**config.mk**
```make
export PLATFORM = sky130hd
export DESIGN_NAME = pc_seq
export DESIGN_NICKNAME = d
export VERILOG_FILES = /design/src/rtl/q2_ctrl_pkg.sv /design/src/rtl/edge_det.sv /design/src/rtl/pc_seq.sv
export SDC_FILE = /design/constraint.sdc
export NUM_CORES = 1
export LEC_CHECK = 0
export CORE_AREA = 2 2 60 45
export DETAILED_ROUTE_END_ITERATION = 10
export DIE_AREA = 0 0 62 47
export HOLD_SLACK_MARGIN = 0.03
export PLACE_DENSITY = 0.75
export SETUP_SLACK_MARGIN = 0.15
export SYNTH_ARGS = -nofsm -noshare
export SYNTH_HDL_FRONTEND = slang
export SYNTH_HIERARCHICAL = 1
export SYNTH_SLANG_ARGS = --single-unit
```
**constraint.sdc**
```tcl
create_clock -name clk -period 2.6 [get_ports clk]
set_clock_uncertainty 0.15 [all_clocks]
set_input_delay 0.26 -clock clk [delete_from_list [all_inputs] [get_ports clk]]
set_output_delay 0.26 -clock clk [all_outputs]
set_load 0.02 [all_outputs]
```
**src/rtl/q2_ctrl_pkg.sv**
```systemverilog
// q2_ctrl_pkg: shared state encoding and timeout default for the PC sequencer
package q2_ctrl_pkg;
  typedef enum logic [2:0] {S_HALT, S_FETCH, S_INC, S_EXEC, S_JUMP, S_SKIP, S_DEP} state_t;
  localparam int MEM_TIMEOUT_DEF = 15;
endpackage

```
**src/rtl/edge_det.sv**
```systemverilog
// edge_det: rising-edge detector against one registered copy of the input
module edge_det (
  input  logic clk,
  input  logic rst,
  input  logic i_d,
  output logic o_rise
);
  logic r_q;
  always_ff @(posedge clk) r_q <= rst ? 1'b0 : i_d;
  assign o_rise = i_d & ~r_q;
endmodule

```
**src/rtl/pc_seq.sv**
```systemverilog
// pc_seq: front-panel driven PC sequencer FSM with fetch timeout and registered strobes
module pc_seq
  import q2_ctrl_pkg::*;
#(
  parameter int MEM_TIMEOUT = MEM_TIMEOUT_DEF
) (
  input  logic clk,
  input  logic rst,
  input  logic run_sw,
  input  logic step_sw,
  input  logic dep_sw,
  input  logic mem_ack,
  input  logic ex_done,
  input  logic jmp,
  input  logic skip,
  input  logic halt_req,
  output logic incp_clk,
  output logic rdp,
  output logic nwrp,
  output logic nsw,
  output logic mem_req,
  output logic ir_ld,
  output logic running,
  output logic fault
);
  state_t r_state, w_nxt, w_eoi;
  logic [7:0] r_cnt;
  logic r_fault, r_incp, r_rdp, r_nwrp, r_nsw, r_ir_ld, r_running;
  logic w_step, w_dep, w_to;
  edge_det u_step (.clk(clk), .rst(rst), .i_d(step_sw), .o_rise(w_step));
  edge_det u_dep (.clk(clk), .rst(rst), .i_d(dep_sw), .o_rise(w_dep));
  assign w_eoi = (run_sw && !halt_req) ? S_FETCH : S_HALT;
  assign w_to = (r_state == S_FETCH) && !mem_ack && (r_cnt == 8'(MEM_TIMEOUT - 1));
  always_comb begin
    w_nxt = r_state;
    unique case (r_state)
      S_HALT:  w_nxt = w_dep ? S_DEP : (!r_fault && (run_sw || w_step)) ? S_FETCH : S_HALT;
      S_DEP:   w_nxt = (r_cnt == 8'd1) ? S_HALT : S_DEP;
      S_FETCH: w_nxt = mem_ack ? S_INC : w_to ? S_HALT : S_FETCH;
      S_INC:   w_nxt = S_EXEC;
      S_EXEC:  w_nxt = !ex_done ? S_EXEC : jmp ? S_JUMP : skip ? S_SKIP : w_eoi;
      S_JUMP:  w_nxt = w_eoi;
      S_SKIP:  w_nxt = w_eoi;
      default: w_nxt = S_HALT;
    endcase
  end
  // outputs are decoded from the next state so each flop tracks the state it belongs to
  always_ff @(posedge clk) begin
    if (rst) begin
      r_state   <= S_HALT;
      r_cnt     <= '0;
      r_fault   <= 1'b0;
      r_incp    <= 1'b0;
      r_rdp     <= 1'b0;
      r_nwrp    <= 1'b1;
      r_nsw     <= 1'b1;
      r_ir_ld   <= 1'b0;
      r_running <= 1'b0;
    end else begin
      r_state   <= w_nxt;
      r_cnt     <= (w_nxt == r_state) ? r_cnt + 8'd1 : 8'd0;
      r_fault   <= w_to ? 1'b1 : (r_state == S_HALT && w_dep) ? 1'b0 : r_fault;
      r_incp    <= (w_nxt == S_INC) || (w_nxt == S_SKIP);
      r_rdp     <= w_nxt == S_FETCH;
      r_nwrp    <= w_nxt != S_JUMP;
      r_nsw     <= w_nxt != S_DEP;
      r_ir_ld   <= (r_state == S_FETCH) && (w_nxt == S_INC);
      r_running <= (w_nxt != S_HALT) && (w_nxt != S_DEP);
    end
  end
  assign incp_clk = r_incp;
  assign rdp      = r_rdp;
  assign mem_req  = r_rdp;
  assign nwrp     = r_nwrp;
  assign nsw      = r_nsw;
  assign ir_ld    = r_ir_ld;
  assign running  = r_running;
  assign fault    = r_fault;
endmodule
```
==> summary by stage <==
Worst setup path
Walking the worst path, the cells encountered are inv_1, ha_1, and3_1, a21boi_2, nor2_1, a311o_1, buf_4, nor3_2. STA classifies the critical path startpoint as a flop. The biggest fanout along the worst timing path is 8. The required time of the critical path is 2.69 ns.

STA classifies the critical path endpoint as a flop. The arrival time at the worst endpoint is 2.31 ns. The slowest cell on the critical path is sky130_fd_sc_hd__dfxtp_1.

The largest single stage delay on the critical path is roughly 0.49 ns. The critical path is of the reg2reg type.

Detailed routing
The total routed wirelength is 2180 um. The number of nets with antenna violations after detailed routing is 0. Dividing the detail-routed via count by the number of cells gives approximately 5.5. The detailed router used layers up to and including met4. After detailed routing, the number of remaining DRC violations is 0. The length of the first detailed-routing pass in iterations is 4.

The length of routed met3 wiring is 149 um. The average wire per standard cell is 13.5 um. For this block, wires on met1 add up to around 1000 um.

Detailed routing inserted a total of roughly 900 vias. The met2 routed wirelength is between 900 and 1000 um. The count of routing violations after the opening detailed-route iteration is 24.

Die
The die outline height is 47 um. The area of the core is 2350 um2. The starting utilization of the core area is 49.9%. The die covers 2910 um2. The horizontal die dimension is slightly above 60 um. The placement row count is 15. The count of boundary I/O pins is 18.

Synthesis
In this run, distinct cell masters in the synthesized netlist total 46. The total standard cell area after synthesis is roughly 1200 um2. Averaged over all synthesized cells, the footprint is 10.6 um2. Counting flops with an async set or reset pin after synthesis yields a share of 0%. The largest total area in the synthesized netlist belongs to sky130_fd_sc_hd__dfxtp_1. The synthesized instance count is 110.

The synthesis-stage register bit count is 20. After synthesis, flip-flops and latches occupy 34.2% of the total area. The share of the synthesized area in the top cell type is 34.2%.

The synthesized netlist net count is roughly 120. After synthesis, the cell types taking the most area are sky130_fd_sc_hd__dfxtp_1 (34%), sky130_fd_sc_hd__nor3_2 (6.8%), sky130_fd_sc_hd__nor2b_4 (4.7%), sky130_fd_sc_hd__xor2_1 (3.7%), sky130_fd_sc_hd__ha_1 (3.2%). The number of flops mapped to enable cells by yosys is 0. In the post-synthesis netlist, the cell with the most instances is sky130_fd_sc_hd__dfxtp_1.

Counting instances in the post-synthesis netlist gives the leading cell types as sky130_fd_sc_hd__dfxtp_1 (20), sky130_fd_sc_hd__nor2_1 (9), sky130_fd_sc_hd__nor3_2 (8). The dominant synthesized flop cell is sky130_fd_sc_hd__dfxtp_1. For this run, the number of Yosys warnings is 6.

Power
Power spread over the standard cell area amounts to 649 nW/um2. Summing internal, switching and leakage power gives around 0.9 mW. The standby leakage power is 0.497 nW.

The highest ir drop seen on vdd is between 0.3 and 0.4 mV.

Layout
The final net count is approximately 140. The number of antenna diodes is 0. The area growth from synthesis to final layout is 18.4%. The end-of-flow core utilization is about three fifths.

Cells with a size suffix above 1 make up 25.2% of the layout. Excluding fillers, the count of instances in the completed layout stands at 161.

Clock tree
The tree is rooted in a sky130_fd_sc_hd__clkbuf_4. The maximum root-to-sink buffer count is 2. Post-CTS timing repair inserted 0 buffers for setup.

The CTS sink count is 20. The number of levels in the clock H-tree is 1. In this run, CTS created clock tree buffers numbering 3.

The CTS tree is done. The post-cts repair resize count is 0. The source-to-sink clock delay at the later pin of the worst-skew pair is 0.31 ns. Clock-pin slew was measured on the worst setup and hold paths at ~0.11 ns. The number of hold buffers added after CTS was 0.

Timing
The slew at the pin with the worst max-slew slack is 0.588 ns. Setup repair after global routing left no endpoint under its margin. Setup violations remaining at the end of the flow were counted as 0. In this run the tightest slew margin relative to its limit is between 60% and 70%. Timing would allow up to between 400 and 500 MHz. The number of hold-slack violations in the final timing report came to 0. The max-slew violation total from the final report came to 0. The clock period minus final worst setup slack is ~2.2 ns. The post-route clock period utilization is a little under nine tenths.

The summed negative setup slack over all endpoints is 0 ns.

GRT
After global routing the overflow that remains totals 0. Entering global routing, the biggest net connects 14 pins. The initial antenna violation count was 0. The global-route wire length before repair is about 3700 um. The via count of the first global-routing pass is 836. For this run, the total global-route usage over all layers was measured as 18.1%.

Placed design
Summed over all nets, the half-perimeter wirelength after detailed placement is about 1600 um. After detailed placement, the design holds a cell count of 157. Routability-driven placement finished with a final weighted congestion of 0.811.

The number of port buffers is 17.

Outcome
The run finished with clean final reports.

Flow run
The tool flagged a number of max-cap violations equal to 0.

Worst hold path
The worst hold path belongs to the class in2reg.
kinds of logic after synthesis:
kind of cell / share of synthesized area (%)
adders and majority gates: 3.21
AOI/OAI and AO/OA: 15.5
buffers and inverters: 7.17
and+or+nand+nor: 35.4
xor gates and xnor gates: 4.49
DFF: 34.2
critical path: cells and delay by family (launching register included):
| kind | cells | cell delay (ns) |
|---|---|---|
| fa+ha+maj | 1 | 0.21 |
| buf+inv | 2 | 0.28 |
| simple gates | 3 | 0.45 |
| compound gates | 2 | 0.56 |
| flops | 1 | 0.49 |
per-layer routing:
layer | up-vias | GRT usage (%)
met1 | 422 | 23.9
met5 | - | 0
met4 | 0 | 8.94
met3 | 7 | 5.79
met2 | 30 | 26.9
li1 | 429 | -
layout make-up:
class	instances	area, um2
inverters	5	18.8
clock buffers	3	22.5
multi-input cells	79	686
flip-flops and latches	20	400
fillers	205	961
well taps	34	42.5
clock inverters	1	30.0
repair buffers	19	185
worst paths after layout:
path,startpoint,end,slack (ns),cells past startpoint
worst min register to register,fault$_SDFFE_PP0P_,fault$_SDFFE_PP0P_,0.41,2
worst min-delay path,dep_sw,u_dep/r_q$_SDFF_PP0_,0.38,2
worst max register to register,r_cnt[0]$_SDFF_PP0_,r_cnt[3]$_SDFF_PP0_,0.39,8
worst max-delay path,r_cnt[0]$_SDFF_PP0_,r_cnt[3]$_SDFF_PP0_,0.39,8
power breakdown:
part	total (mW)	internal [mW]	switching, mW
Clock	0.258	0.156	0.102
Sequential	0.376	0.333	0.0426
Combinational	0.265	0.123	0.142
flip-flops by register name, indices dropped and copies added, names as in the netlist:
register    count
r_state         3
r_cnt           8
u_step/r_q      1
nwrp            1
fault           1
incp_clk        1
u_dep/r_q       1
ir_ld           1
nsw             1
running         1
mem_req         1
placed cells by master, fill, tap and decap left out, types with 4 or more instances in the layout:
cell type                         synthesis  final
sky130_fd_sc_hd__a21oi_1                  5      5
sky130_fd_sc_hd__clkdlybuf4s50_1          0     17
sky130_fd_sc_hd__dfxtp_1                 20     20
sky130_fd_sc_hd__inv_1                    5      5
sky130_fd_sc_hd__nand4_1                  4      4
sky130_fd_sc_hd__nor2_1                   9      9
sky130_fd_sc_hd__nor2b_4                  4      4
sky130_fd_sc_hd__nor3_2                   8      8
sky130_fd_sc_hd__xor2_1                   5      5
per-stage QoR:
step / cell area, um2 / setup slack [ns] / hold WS, ns
3_3_place_gp: 1330 / 0.226 / 0.375
2_1_floorplan: 1170 / 0.692 / 0.174
5_1_grt: 1390 / 0.253 / 0.383
6_report: 1390 / 0.388 / 0.380
4_1_cts: 1390 / 0.373 / 0.373
3_5_place_dp: 1330 / 0.220 / 0.382
Power figures use the tool's default switching activity.
